===== config.mk =====
export PLATFORM = sky130hd
export DESIGN_NAME = ahb3lite_master_arb
export DESIGN_NICKNAME = d
export VERILOG_FILES = /design/src/rtl/ahb3lite_master_arb.sv
export SDC_FILE = /design/constraint.sdc
export NUM_CORES = 1
export LEC_CHECK = 0
export CORE_AREA = 2 2 122 124
export CTS_CLUSTER_DIAMETER = 120
export DETAILED_ROUTE_END_ITERATION = 12
export DIE_AREA = 0 0 124 126
export PLACE_DENSITY = 0.74
export SETUP_SLACK_MARGIN = 0.4
export SLEW_MARGIN = 5
export SYNTH_ARGS = -nofsm -noshare
export SYNTH_HDL_FRONTEND = slang
export SYNTH_SLANG_ARGS = --single-unit
export TNS_END_PERCENT = 20

===== constraint.sdc =====
create_clock -name clk_i -period 2.75 [get_ports clk_i]
set_input_delay 0.55 -clock clk_i [delete_from_list [all_inputs] [get_ports clk_i]]
set_output_delay 0.55 -clock clk_i [all_outputs]
set_load 0.01 [all_outputs]

===== src/rtl/ahb3lite_master_arb.sv =====
// ---------------------------------------------------------------------------
// ahb3lite_master_arb
//
// Purpose:
//   Two-port AHB3-Lite master arbiter. Port 0 is the CPU and port 1 is the
//   DMA master. Each port's address phase is captured into a per-port hold
//   register. A two-state FSM (ARB/DATA) replays the held transfer on the
//   shared bus. The same owner keeps the bus for at most MAX_HOLD consecutive
//   grants while the other port is waiting.
//
// Optional feature:
//   AHB3LITE_MASTER_ARB_LOCK_EN adds sHMASTLOCK/mHMASTLOCK and locked-sequence
//   support. While a lock is active, the owner keeps the bus.
//
// Handshake:
//   A port transfer is accepted on an edge where sHREADYOUT[i]=1 and
//   sHTRANS[i] is NONSEQ/SEQ. The bus transfer is issued on an edge where
//   mHTRANS=NONSEQ and mHREADY=1. It completes on the edge where the data
//   phase sees mHREADY=1.
//
// Ports:
//   clk_i, rst_i             clock, synchronous active-high reset
//   sHADDR/sHWDATA/sHWRITE   per-port AHB request signals
//   sHSIZE/sHTRANS
//   sHRDATA/sHREADYOUT/sHRESP per-port AHB responses
//   mHADDR/mHWDATA/mHWRITE   shared bus request signals
//   mHSIZE/mHTRANS
//   mHRDATA/mHREADY/mHRESP   shared bus responses
//   mHMASTER                 current or last bus owner
//   o_dbg_state              FSM state (0 = ARB, 1 = DATA)
//   o_dbg_hold_vld           per-port hold-register valid flags
// ---------------------------------------------------------------------------
module ahb3lite_master_arb #(
    parameter int MAX_HOLD = 4
) (
    input  logic             clk_i,
    input  logic             rst_i,
    input  logic [1:0][31:0] sHADDR,
    input  logic [1:0][31:0] sHWDATA,
    input  logic [1:0]       sHWRITE,
    input  logic [1:0][2:0]  sHSIZE,
    input  logic [1:0][1:0]  sHTRANS,
`ifdef AHB3LITE_MASTER_ARB_LOCK_EN
    input  logic [1:0]       sHMASTLOCK,
    output logic             mHMASTLOCK,
`endif
    output logic [1:0][31:0] sHRDATA,
    output logic [1:0]       sHREADYOUT,
    output logic [1:0]       sHRESP,
    output logic [31:0]      mHADDR,
    output logic [31:0]      mHWDATA,
    output logic             mHWRITE,
    output logic [2:0]       mHSIZE,
    output logic [1:0]       mHTRANS,
    input  logic [31:0]      mHRDATA,
    input  logic             mHREADY,
    input  logic             mHRESP,
    output logic             mHMASTER,
    output logic             o_dbg_state,
    output logic [1:0]       o_dbg_hold_vld
);

    typedef enum logic {
        ST_ARB  = 1'b0,
        ST_DATA = 1'b1
    } state_t;

    localparam logic [3:0] HOLD_LIM = 4'(MAX_HOLD);

    state_t            r_state;
    state_t            w_state_nxt;
    logic [1:0][31:0]  r_hold_addr;
    logic [1:0]        r_hold_write;
    logic [1:0][2:0]   r_hold_size;
    logic [1:0]        r_hold_vld;
    logic [3:0]        r_hold_cnt;
    logic              r_last;
    logic              r_master;

    logic [1:0]        w_ready;
    logic [1:0]        w_sample;
    logic [1:0]        w_done;
    logic              w_other;
    logic              w_last_keep;
    logic              w_winner;
    logic              w_win_vld;
    logic              w_grant;
    logic              w_unused_htrans0;

`ifdef AHB3LITE_MASTER_ARB_LOCK_EN
    logic [1:0]        r_hold_lock;
    logic              r_lock;
`endif

    // Only HTRANS[1] decides whether a transfer is taken.
    // The lock release check looks at the full IDLE encoding.
    assign w_unused_htrans0 = sHTRANS[0][0] ^ sHTRANS[1][0];

    // Per-port ready, acceptance and completion.
    always_comb begin
        for (int i = 0; i < 2; i++) begin
            w_done[i]   = (r_state == ST_DATA) && (r_master == 1'(i)) && mHREADY;
            w_ready[i]  = ~r_hold_vld[i] | w_done[i];
            w_sample[i] = w_ready[i] & sHTRANS[i][1];
        end
    end

    // Winner selection. After reset r_hold_cnt is 0, so port 0 wins the
    // first simultaneous request even though the last owner resets to 1.
    assign w_other     = ~r_last;
    assign w_last_keep = r_hold_vld[r_last] && (r_hold_cnt != 4'd0) &&
                         (r_hold_cnt < HOLD_LIM);

    always_comb begin
        w_winner = r_last;
        if (w_last_keep) begin
            w_winner = r_last;
        end else if (r_hold_vld[w_other]) begin
            w_winner = w_other;
        end
        w_win_vld = r_hold_vld[w_winner];
`ifdef AHB3LITE_MASTER_ARB_LOCK_EN
        // While locked, the non-owner cannot win even if the owner is idle.
        if (r_lock) begin
            w_winner  = r_last;
            w_win_vld = r_hold_vld[r_last];
        end
`endif
    end

    // FSM next state and bus outputs.
    always_comb begin
        w_state_nxt = r_state;
        w_grant     = 1'b0;
        mHTRANS     = 2'b00;
        mHADDR      = 32'd0;
        mHWRITE     = 1'b0;
        mHSIZE      = 3'd0;
        mHWDATA     = 32'd0;
`ifdef AHB3LITE_MASTER_ARB_LOCK_EN
        mHMASTLOCK  = 1'b0;
`endif
        case (r_state)
            ST_ARB: begin
                if (w_win_vld) begin
                    mHTRANS = 2'b10;
                    mHADDR  = r_hold_addr[w_winner];
                    mHWRITE = r_hold_write[w_winner];
                    mHSIZE  = r_hold_size[w_winner];
`ifdef AHB3LITE_MASTER_ARB_LOCK_EN
                    mHMASTLOCK = r_hold_lock[w_winner];
`endif
                    if (mHREADY) begin
                        w_grant     = 1'b1;
                        w_state_nxt = ST_DATA;
                    end
                end
            end
            ST_DATA: begin
                mHWDATA = sHWDATA[r_master];
                if (mHREADY) begin
                    w_state_nxt = ST_ARB;
                end
            end
            default: w_state_nxt = ST_ARB;
        endcase
    end

    // Port responses. Read data is broadcast to both ports.
    // The response is routed only to the owner during DATA.
    always_comb begin
        sHRDATA[0] = mHRDATA;
        sHRDATA[1] = mHRDATA;
        sHREADYOUT = w_ready;
        sHRESP     = 2'b00;
        if (r_state == ST_DATA) begin
            sHRESP[r_master] = mHRESP;
        end
    end

    assign mHMASTER       = r_master;
    assign o_dbg_state    = r_state;
    assign o_dbg_hold_vld = r_hold_vld;

    always_ff @(posedge clk_i) begin
        if (rst_i) begin
            r_state      <= ST_ARB;
            r_hold_addr  <= '0;
            r_hold_write <= '0;
            r_hold_size  <= '0;
            r_hold_vld   <= '0;
            r_hold_cnt   <= 4'd0;
            r_last       <= 1'b1;
            r_master     <= 1'b0;
        end else begin
            r_state <= w_state_nxt;
            for (int i = 0; i < 2; i++) begin
                if (w_sample[i]) begin
                    r_hold_addr[i]  <= sHADDR[i];
                    r_hold_write[i] <= sHWRITE[i];
                    r_hold_size[i]  <= sHSIZE[i];
                    r_hold_vld[i]   <= 1'b1;
                end else if (w_done[i]) begin
                    r_hold_vld[i]   <= 1'b0;
                end
            end
            if (w_grant) begin
                r_master <= w_winner;
                r_last   <= w_winner;
                if (w_winner != r_last) begin
                    r_hold_cnt <= 4'd1;
                end else if (r_hold_cnt != 4'hF) begin
                    r_hold_cnt <= r_hold_cnt + 4'd1;
                end
            end
        end
    end

`ifdef AHB3LITE_MASTER_ARB_LOCK_EN
    always_ff @(posedge clk_i) begin
        if (rst_i) begin
            r_hold_lock <= '0;
            r_lock      <= 1'b0;
        end else begin
            for (int i = 0; i < 2; i++) begin
                if (w_sample[i]) begin
                    r_hold_lock[i] <= sHMASTLOCK[i];
                end
            end
            if ((r_state == ST_DATA) && mHREADY) begin
                // Completion: a locked transfer holds the lock.
                // An unlocked transfer releases it.
                r_lock <= r_hold_lock[r_master];
            end else if ((sHTRANS[r_last] == 2'b00) && !sHMASTLOCK[r_last] &&
                         !r_hold_vld[r_last]) begin
                r_lock <= 1'b0;
            end
        end
    end
`endif

endmodule


## Yosys cells after proc, flatten, opt, wreduce, memory -nomap -nowiden

Cells that the tools add are included.

- Bits in registers: 81
- Bits in latches: 0
- Memory bits (writable): 0
- ROM bits: 0
- Input port bits: 176
- Output and inout bits: 142
- Logic and storage cells: 82
- Memories: 0

- $add $sub $neg: 1
- $mul: 0
- Divide/modulo/power cells: 0
- Order comparisons: 6
- Eq/ne operators: 2
- Shift-type cells: 0
- Multiplexer cells: 39
- Bitwise operators: 10
- Reductions and logical operators: 12

Operators with widths:

| kind | count |
|---|---|
| two-way mux 32 bit | 7 |
| two-way mux 1 bit | 21 |
| two-way mux 3 bit | 4 |
| less-than comparator 1 x 2 -> 1 bit, second input constant | 4 |
| two-way mux 4 bit | 2 |
| logical AND 1 bit | 7 |
| two-way mux 2 bit | 3 |
| nonzero test 2 bit | 3 |
| inverter 1 bit | 5 |
| adder 4 x 1 -> 4 bit, second input constant | 1 |
| less-than comparator 4 x 3 -> 1 bit, second input constant | 1 |
| inequality test 4 bit, second input constant | 1 |
| nonzero test 4 bit | 1 |
| AND 1 bit | 2 |
| AND 2 bit | 1 |
| bitwise OR 1 bit | 2 |
| one-hot mux 1 bit (2 select lines) | 1 |
| AND reduction 2 bit | 1 |
| demux 1 bit (select 1 bit) | 1 |
| >= comparator 1 bit, second input constant | 1 |
| inequality test 1 bit | 1 |

## Logic depth before layout (Yosys ltp)

Gate-level depths: netlist (run 1).

- Depth after elaboration: 10
- Depth in mapped cells: 8
- Depth with buffers taken out: 6

## Least setup slack after synthesis (run 1)

OpenSTA, ideal clock, no wires.

- Path kind: reg2out
- Start point: reg r_hold_cnt[0]
- End point: out mHADDR[0]
- Data arrival time: 1.806 ns
- Required time: 2.200 ns
- Slack: 0.394 ns
- Stages on the path, launching flop included: 8
- Path through: dfxtp_1 -> inv_1 -> ha_1 -> or4b_1 -> nand2_1 -> buf_2 -> a21oi_1 -> nor3_1

- Cells in the longest elaborated chain, start to end: 8
- Elaborated cells between the ends (all ways): 11
- Those cells by class: 1 x order compare; 7 x mux; 3 x reduce/logical

Ends and longest elaborated chain:

| element | line | source |
|---|---|---|
| start, declared | 76 | `logic [3:0] r_hold_cnt;` |
| start signal, assigned | 213 | `r_hold_cnt <= r_hold_cnt + 4'd1;` |
| parallel branches: the longest is 2 deep, another holds less-than comparator 4 x 3 -> 1 bit | -- |  |
| logical AND 1 bit * | 111 | `assign w_last_keep = r_hold_vld[r_last] && (r_hold_cnt != 4'd0) &&` |
| two-way mux 1 bit * | 116 | `if (w_last_keep) begin` |
| two-way mux 32 bit (implied by the code) or two-way mux 1 bit (tied branches) (2 in series) | 147, 121 |  |
| two-way mux 32 bit * | 145 | `if (w_win_vld) begin` |
| two-way mux 32 bit * | 143 | `case (r_state)` |
| end, declared | 50 | `output logic [31:0] mHADDR,` |

Every way passes the cells marked *. The select of a mux whose other input is x is not followed.

## Worst setup path after layout (run 1)

- Start point: reg r_hold_cnt[0]
- End point: out mHADDR[6]

Same word-level chain as after synthesis.

==> impl_results.md, run 1 <==
- Run status: complete, but fails checks
- Failing checks: negative setup slack
- Fin cells: 917
- Seq/Total Area, Yosys: 34.0%
- Global-route wire length before repair: 24400 microns
- Sink Count: 81
- Synth top area share: 34.0%
- Top delay family on crit path: simple AND/OR/NAND/NOR gates
- Average footprint of a synthesized cell: 8.45 sq um
- Rows: 44
- Routability Congestion: 0.772
- Worst EP arrival: 2260 ps
- Final net count: just over 900
- Yosys warning count: 0
- CP required: 2200 ps
- Post-synth EDFFs: 0
- Hold WC Path Type: register to register
- Hold Vio Cnt, Final: 0
- Most common cell in the netlist: mux2i_1
- Die H: 126 microns
- Total power: 0.00361 W
- Max Clk Rate: between 300 and 400 MHz
- Slew Limit Fails: 0
- Top FF cell, synth: dfxtp_1
- Number of global-route vias before repair: 4473
- Drt wl/cell: about 18 microns
- Worst flop-to-flop path endpoint: r_last
- Worst Setup EP: mHADDR[6]
- Clk buf depth: 2
- Multi-input gate area: about 0.0028 sq mm
- Startpoint Class: register
- Starting Density: 33.3%
- CP bufs+invs: 4
- Area growth, synth to finish: 59.8%
- Num CTS Buffers: 9
- Core Box Area: 0.0143 sq mm
- Fin crit share: 102%
- Synth top area cells: dfxtp_1 34%, mux2i_1 22%, buf_4 11%
- GRT overflow: 0
- Residual DRC: 0
- Skew-Pair Late Insertion Delay: roughly 330 ps
- Initial antenna violation count: 0
- Die ar.: 0.0156 sq mm
- Slew headroom: 62.8%
- 1st-iter DRT viols: 147
- Post-synth top cells: 105 x mux2i_1, 81 x dfxtp_1, 75 x nor2_1, 75 x nor3_1, 71 x buf_4
- Die Wd: 124 microns
- Lkg Pwr: ~3.4 nW
- Total track usage: about a fifth
- Clk pin slew, worst setup/hold paths: 70 ps
- Reg2Reg Setup Slack: 580 ps
- Register-to-Register Path Depth: 9
- Hold_sp: r_hold_addr[63]
- Post-synth ARST share: 0%
- Crit path largest cell delay: 520 ps
- FF+latch count, synth: 81
- CTS tree: done
- Yosys cell types: 34
- I/O Pins: 318
- Critical Path Slowest Stage Cell: or4b_4
- Routed WL: 16200 microns
- Area of the mapped netlist: 0.00476 sq mm
- Root Buffer: clkbuf_16
- Fillers: 1323
- MaxCap Viol Count: 0
- Worst Setup Path Type: register to output pin
- Largest net degree at the start of global routing: 39
- Crit. Startpoint: r_hold_cnt[0]
- VDD IR max: 0.000311 V
- Largest area contributor in the netlist: dfxtp_1
- Dpl hpwl: 11100 microns
- Final Skew: 9.21 ps
- Synthesized instance count: 564
- Reg-to-Reg Start: r_hold_cnt[0]
- Worst-path cell chain: inv_2 > ha_4 > or4b_4 > and2_4 > buf_12 > buf_16 > nor3_4 > nor3_2 > buf_2
- Antenna diode count: 0
- Post-route ant nets: 0
- Layout cells sized above 1: 22.0%
- DR pass1 iterations: 4
- CP endpoint kind: output pin
- WP depth: 9
- Final Setup Violations: 15
- PortBufs: 218
- Final worst path period need: 2810 ps
- Max Fanout on Critical Path: 7
- Total placed cells including tap cells: 887
- RSZ-0062 raised after global routing: true
- Htree depth: 3
- Storage element area: 0.00163 sq mm
- Setup ws final: -56.2 ps
- Slew @ Worst Pin: ~560 ps
- Pwr dens: about 470 mW/mm^2
- Mean number of vias per cell: 4.90
- Via count: 4489
- Syn nets: 742
==> state kept, by name (all words and copies together) (netlist names) <==
signal,cells
r_hold_size,6
o_dbg_hold_vld,2
r_hold_addr,64
o_dbg_state,1
r_hold_cnt,4
r_last,1
mHMASTER,1
r_hold_write,2
==> placed cells by master (no fill, tap or decap), types with 2 or more instances in the layout <==
cell type,count
a21boi_4,2
a21oi_1,39
a21oi_2,4
a31oi_1,2
buf_12,11
buf_16,3
buf_2,34
buf_4,21
buf_6,4
buf_8,3
clkbuf_16,11
clkdlybuf4s15_1,2
clkdlybuf4s50_1,147
clkinv_2,2
clkinvlp_4,2
dfxtp_1,78
dfxtp_2,3
dlygate4sd2_1,14
dlymetal6s2s_1,20
inv_1,2
mux2i_1,102
mux2i_4,2
nand2_1,7
nand3_1,4
nand3b_1,2
nor2_1,75
nor2b_1,33
nor3_1,33
nor3_2,34
nor3_4,8
==> metrics by stage <==
stage	setup WS (ps)	area, sq um	util (%)	hold slack (ps)	setup TNS [ps]
CTS	-49.4	7450	52.1	496	-718
detailed placement	-145	6820	47.6	481	-2390
global route	-128	7610	53.2	521	-2120
floorplan	394	4790	-	459	0
global placement	-140	6820	47.6	472	-2330
finish	-56.2	7610	53.2	491	-351
==> worst min-delay path by stage <==
stage / endpoint / slack (ps) / cells past startpoint
after floorplan: r_hold_cnt[1] / 460 / 2
after global placement: r_hold_addr[41] / 470 / 2
after detailed placement: r_hold_addr[43] / 480 / 2
after CTS: r_hold_addr[63] / 500 / 2
after global routing: r_hold_addr[44] / 520 / 2
final: r_hold_addr[63] / 490 / 2
==> tightest hold or removal path, delay by kind of cell, from the launching register on <==
kind             cells  cell delay, ps
multiplexers         1              60
AND/OR/NAND/NOR      1              70
flip-flops           1             320
==> timing repair <==
item | 4_1_cts | 5_1_grt
resized for setup | 215 | 45
endpoints found under the setup margin | 50 | 59
pin swaps | 5 | 5
hold buffers | 0 | 0
cloned | 4 | 2
setup buffers | 6 | 2
==> cells by family (layout without fill, tap and decap cells) <==
| group | after synthesis | after routing | share of synthesized area, % |
|---|---|---|---|
| other | 1 | 1 | 0.0787 |
| DFF | 81 | 81 | 34.0 |
| AOI/OAI and AO/OA | 56 | 56 | 6.59 |
| buffers and inverters | 113 | 282 | 15.7 |
| muxes | 106 | 106 | 22.3 |
| adders and majority gates | 2 | 2 | 0.525 |
| and+or+nand+nor | 205 | 205 | 20.8 |
==> layer usage <==
layer / track usage [%] / share of wire (%) / vias to the layer above
met4: 5.68 / 1.7 / 0
met3: 7.70 / 9.4 / 34
li1: - / - / 2193
met5: 0 / 0 / -
met2: 33.9 / 48 / 170
met1: 24.3 / 41 / 2092
==> cell type report <==
type | instances | area share, %
Clock inverter | 7 | 0.707
Clock buffer | 9 | 2.96
Multi-Input combinational cell | 370 | 36.6
Sequential cell | 81 | 21.4
Timing Repair Buffer | 263 | 35.2
Inverter | 3 | 0.148
Tap cell | 184 | 3.02
==> where the power goes <==
group	leakage (nW)	switching, W	internal (W)
combinational	2.58	0.000530	0.000644
sequential	0.666	0.0000496	0.00125
clock	0.134	0.000516	0.000620
(Power assumes the default switching activity.)
==> run 2: changes to the inputs <==
CORE_AREA = unset   (was 2 2 122 124)
CORE_MARGIN = 10   (was unset)
CORE_UTILIZATION = 36   (was unset)
DIE_AREA = unset   (was 0 0 124 126)
PLACE_DENSITY = 0.79   (was 0.74)
==> impl_results.md, run 2 (synthesized netlist as in run 1, its figures left out) <==
- Startpoint Class: register
- Htree depth: 3
- Routability Congestion: between 0.8 and 0.9
- Skew-Pair Late Insertion Delay: 340 ps
- Die H: around 140 microns
- Rows: a little over 40
- DR pass1 iterations: 4
- MaxCap Viol Count: 0
- Layout cells sized above 1: ~23%
- Area post-placement: 0.00686 sq mm
- Part of the power in the clock network: roughly 31%
- Hold_sp: r_hold_addr[32]
- GRT overflow: 0
- Largest Register: r_hold_addr
- Final Setup Violations: 0
- Worst EP arrival: 2140 ps
- WHS: 493 ps
- Worst Setup Path Type: register to output pin
- Sequential power share: 36.4%
- Clk pin slew, worst setup/hold paths: ~70 ps
- Sw frac: a little under a third
- I/O Pins: 318
- Starting Density: between 30% and 40%
- PortBufs: between 200 and 250
- Final worst path period need: 2690 ps
- Total placed cells including tap cells: just under 900
- Post-route ant nets: 0
- Post-Layout Inst Area: 0.00758 sq mm
- Mean number of vias per cell: just over 5
- Commonest non-fill, non-tap cells in the layout: 147 x clkdlybuf4s50_1, 105 x mux2i_1, 78 x dfxtp_1
- Max Fanout on Critical Path: 7
- Slew headroom: 54.4%
- Via count: 4580
- Lkg Pwr: 3.50 nW
- Routed WL: around 19000 microns
- Fin crit share: between 90% and 100%
- Clk buf depth: 2
- CP endpoint kind: output pin
- Num CTS Buffers: 9
- NetSw: 0.00112 W
- Die ar.: 0.0182 sq mm
- Residual DRC: 0
- Root Buffer: clkbuf_16
- Max reg flops: 64
- Reg2Reg Setup Slack: 740 ps
- Die Wd: 135 microns
- Largest net degree at the start of global routing: between 80 and 90
- Largest regs: r_hold_addr (64), r_hold_size (6), r_hold_cnt (4)
- Hold WC Path Type: register to register
- Fillers: 1064
- Final Skew: between 10 and 15 ps
- Final net count: 903
- Dpl hpwl: 13600 microns
- VDD IR max: between 0.0003 and 0.0004 V
- Number of global-route vias before repair: roughly 4800
- Hold Vio Cnt, Final: 0
- Antenna diode count: 0
- Global-route wire length before repair: 27400 microns
- CP required: between 2000 and 2500 ps
- Run status: finished, final reports clean
- Pwr dens: about 470 mW/mm^2
- Max Clk Rate: 372 MHz
- Combinational group share of total power: 32.6%
- Reg-to-Reg Start: r_hold_cnt[1]
- RSZ-0062 raised after global routing: true
- Total track usage: 18.9%
- Commonest non-fill, non-tap cell in the layout: clkdlybuf4s50_1
- Slew @ Worst Pin: 684 ps
- Initial antenna violation count: 0
- Area growth, synth to finish: 59.2%
- 1st-iter DRT viols: 171
- CTS tree: done
- Hold-fix buffers, CTS: 0
- Crit. Startpoint: r_hold_cnt[1]
- Internal: 0.00248 W
- Drt wl/cell: 21.0 microns
- Slew Limit Fails: 0
- Core Box Area: 0.0128 sq mm
- Sink Count: 81
- Fin cells: 902
- Final TNS setup: 0 ps
[run 2: metrics by stage]
| stage | util, % | power (W) | setup WS, ps |
|---|---|---|---|
| detailed placement | 53.7 | 0.00240 | -151 |
| CTS | 56.7 | 0.00354 | 7.34 |
| finish | 59.3 | 0.00360 | 60.3 |
| floorplan | - | 0.00192 | 394 |
| global route | 59.3 | 0.00376 | -31.9 |
| global placement | 53.7 | 0.00237 | -133 |
[run 2: area by class of cell]
class,instances,area [sq um],share of cell area [%]
multi-input combinational,371,2860,37.7
timing repair buffer,259,2600,34.3
sequential,81,1630,21.5
clock buffer,10,229,3.02
tap,172,215,2.84
clock inverter,6,42.5,0.561
inverter,3,11.3,0.149
[run 2: worst max-delay path, cell delays in order, from the launching register on]
cell	delay, ps
dfxtp_2	340
inv_2	50
ha_4	150
or4b_4	500
nand2_4	100
buf_6	140
buf_12	130
a21oi_1	60
nor3_1	150
buf_2	180
[run 2: worst paths after layout]
kind | end | depth (start not counted)
max | mHADDR[21] | 9
min | r_hold_addr[32] | 2
max reg2reg | r_hold_cnt[2] | 7
min reg2reg | r_hold_addr[32] | 2
[run 2: timing repair]
action                     4_1_cts  5_1_grt
gates cloned                     0        3
pin swaps                        2        9
setup endpoints to repair       68       73
hold endpoints to repair         0        0
buffers inserted                 2        2
gates resized for setup        199       86
[run 2: per-layer routing]
layer	share of wire (%)	global-route usage, %
met1	38	20.7
met2	51	32.7
met3	8.4	7.60
met4	2.7	5.98
met5	0	0
[run 2: power by group through the flow]
| stage | logic, W | clock network (W) | registers (W) |
|---|---|---|---|
| final | 0.00118 | 0.00112 | 0.00131 |
| after global routing | 0.00126 | 0.00118 | 0.00132 |
| after CTS | 0.00110 | 0.00114 | 0.00130 |
| after detailed placement | 0.00108 | 0 | 0.00132 |
| after global placement | 0.00106 | 0 | 0.00132 |
| after floorplan | 0.000616 | 0 | 0.00130 |
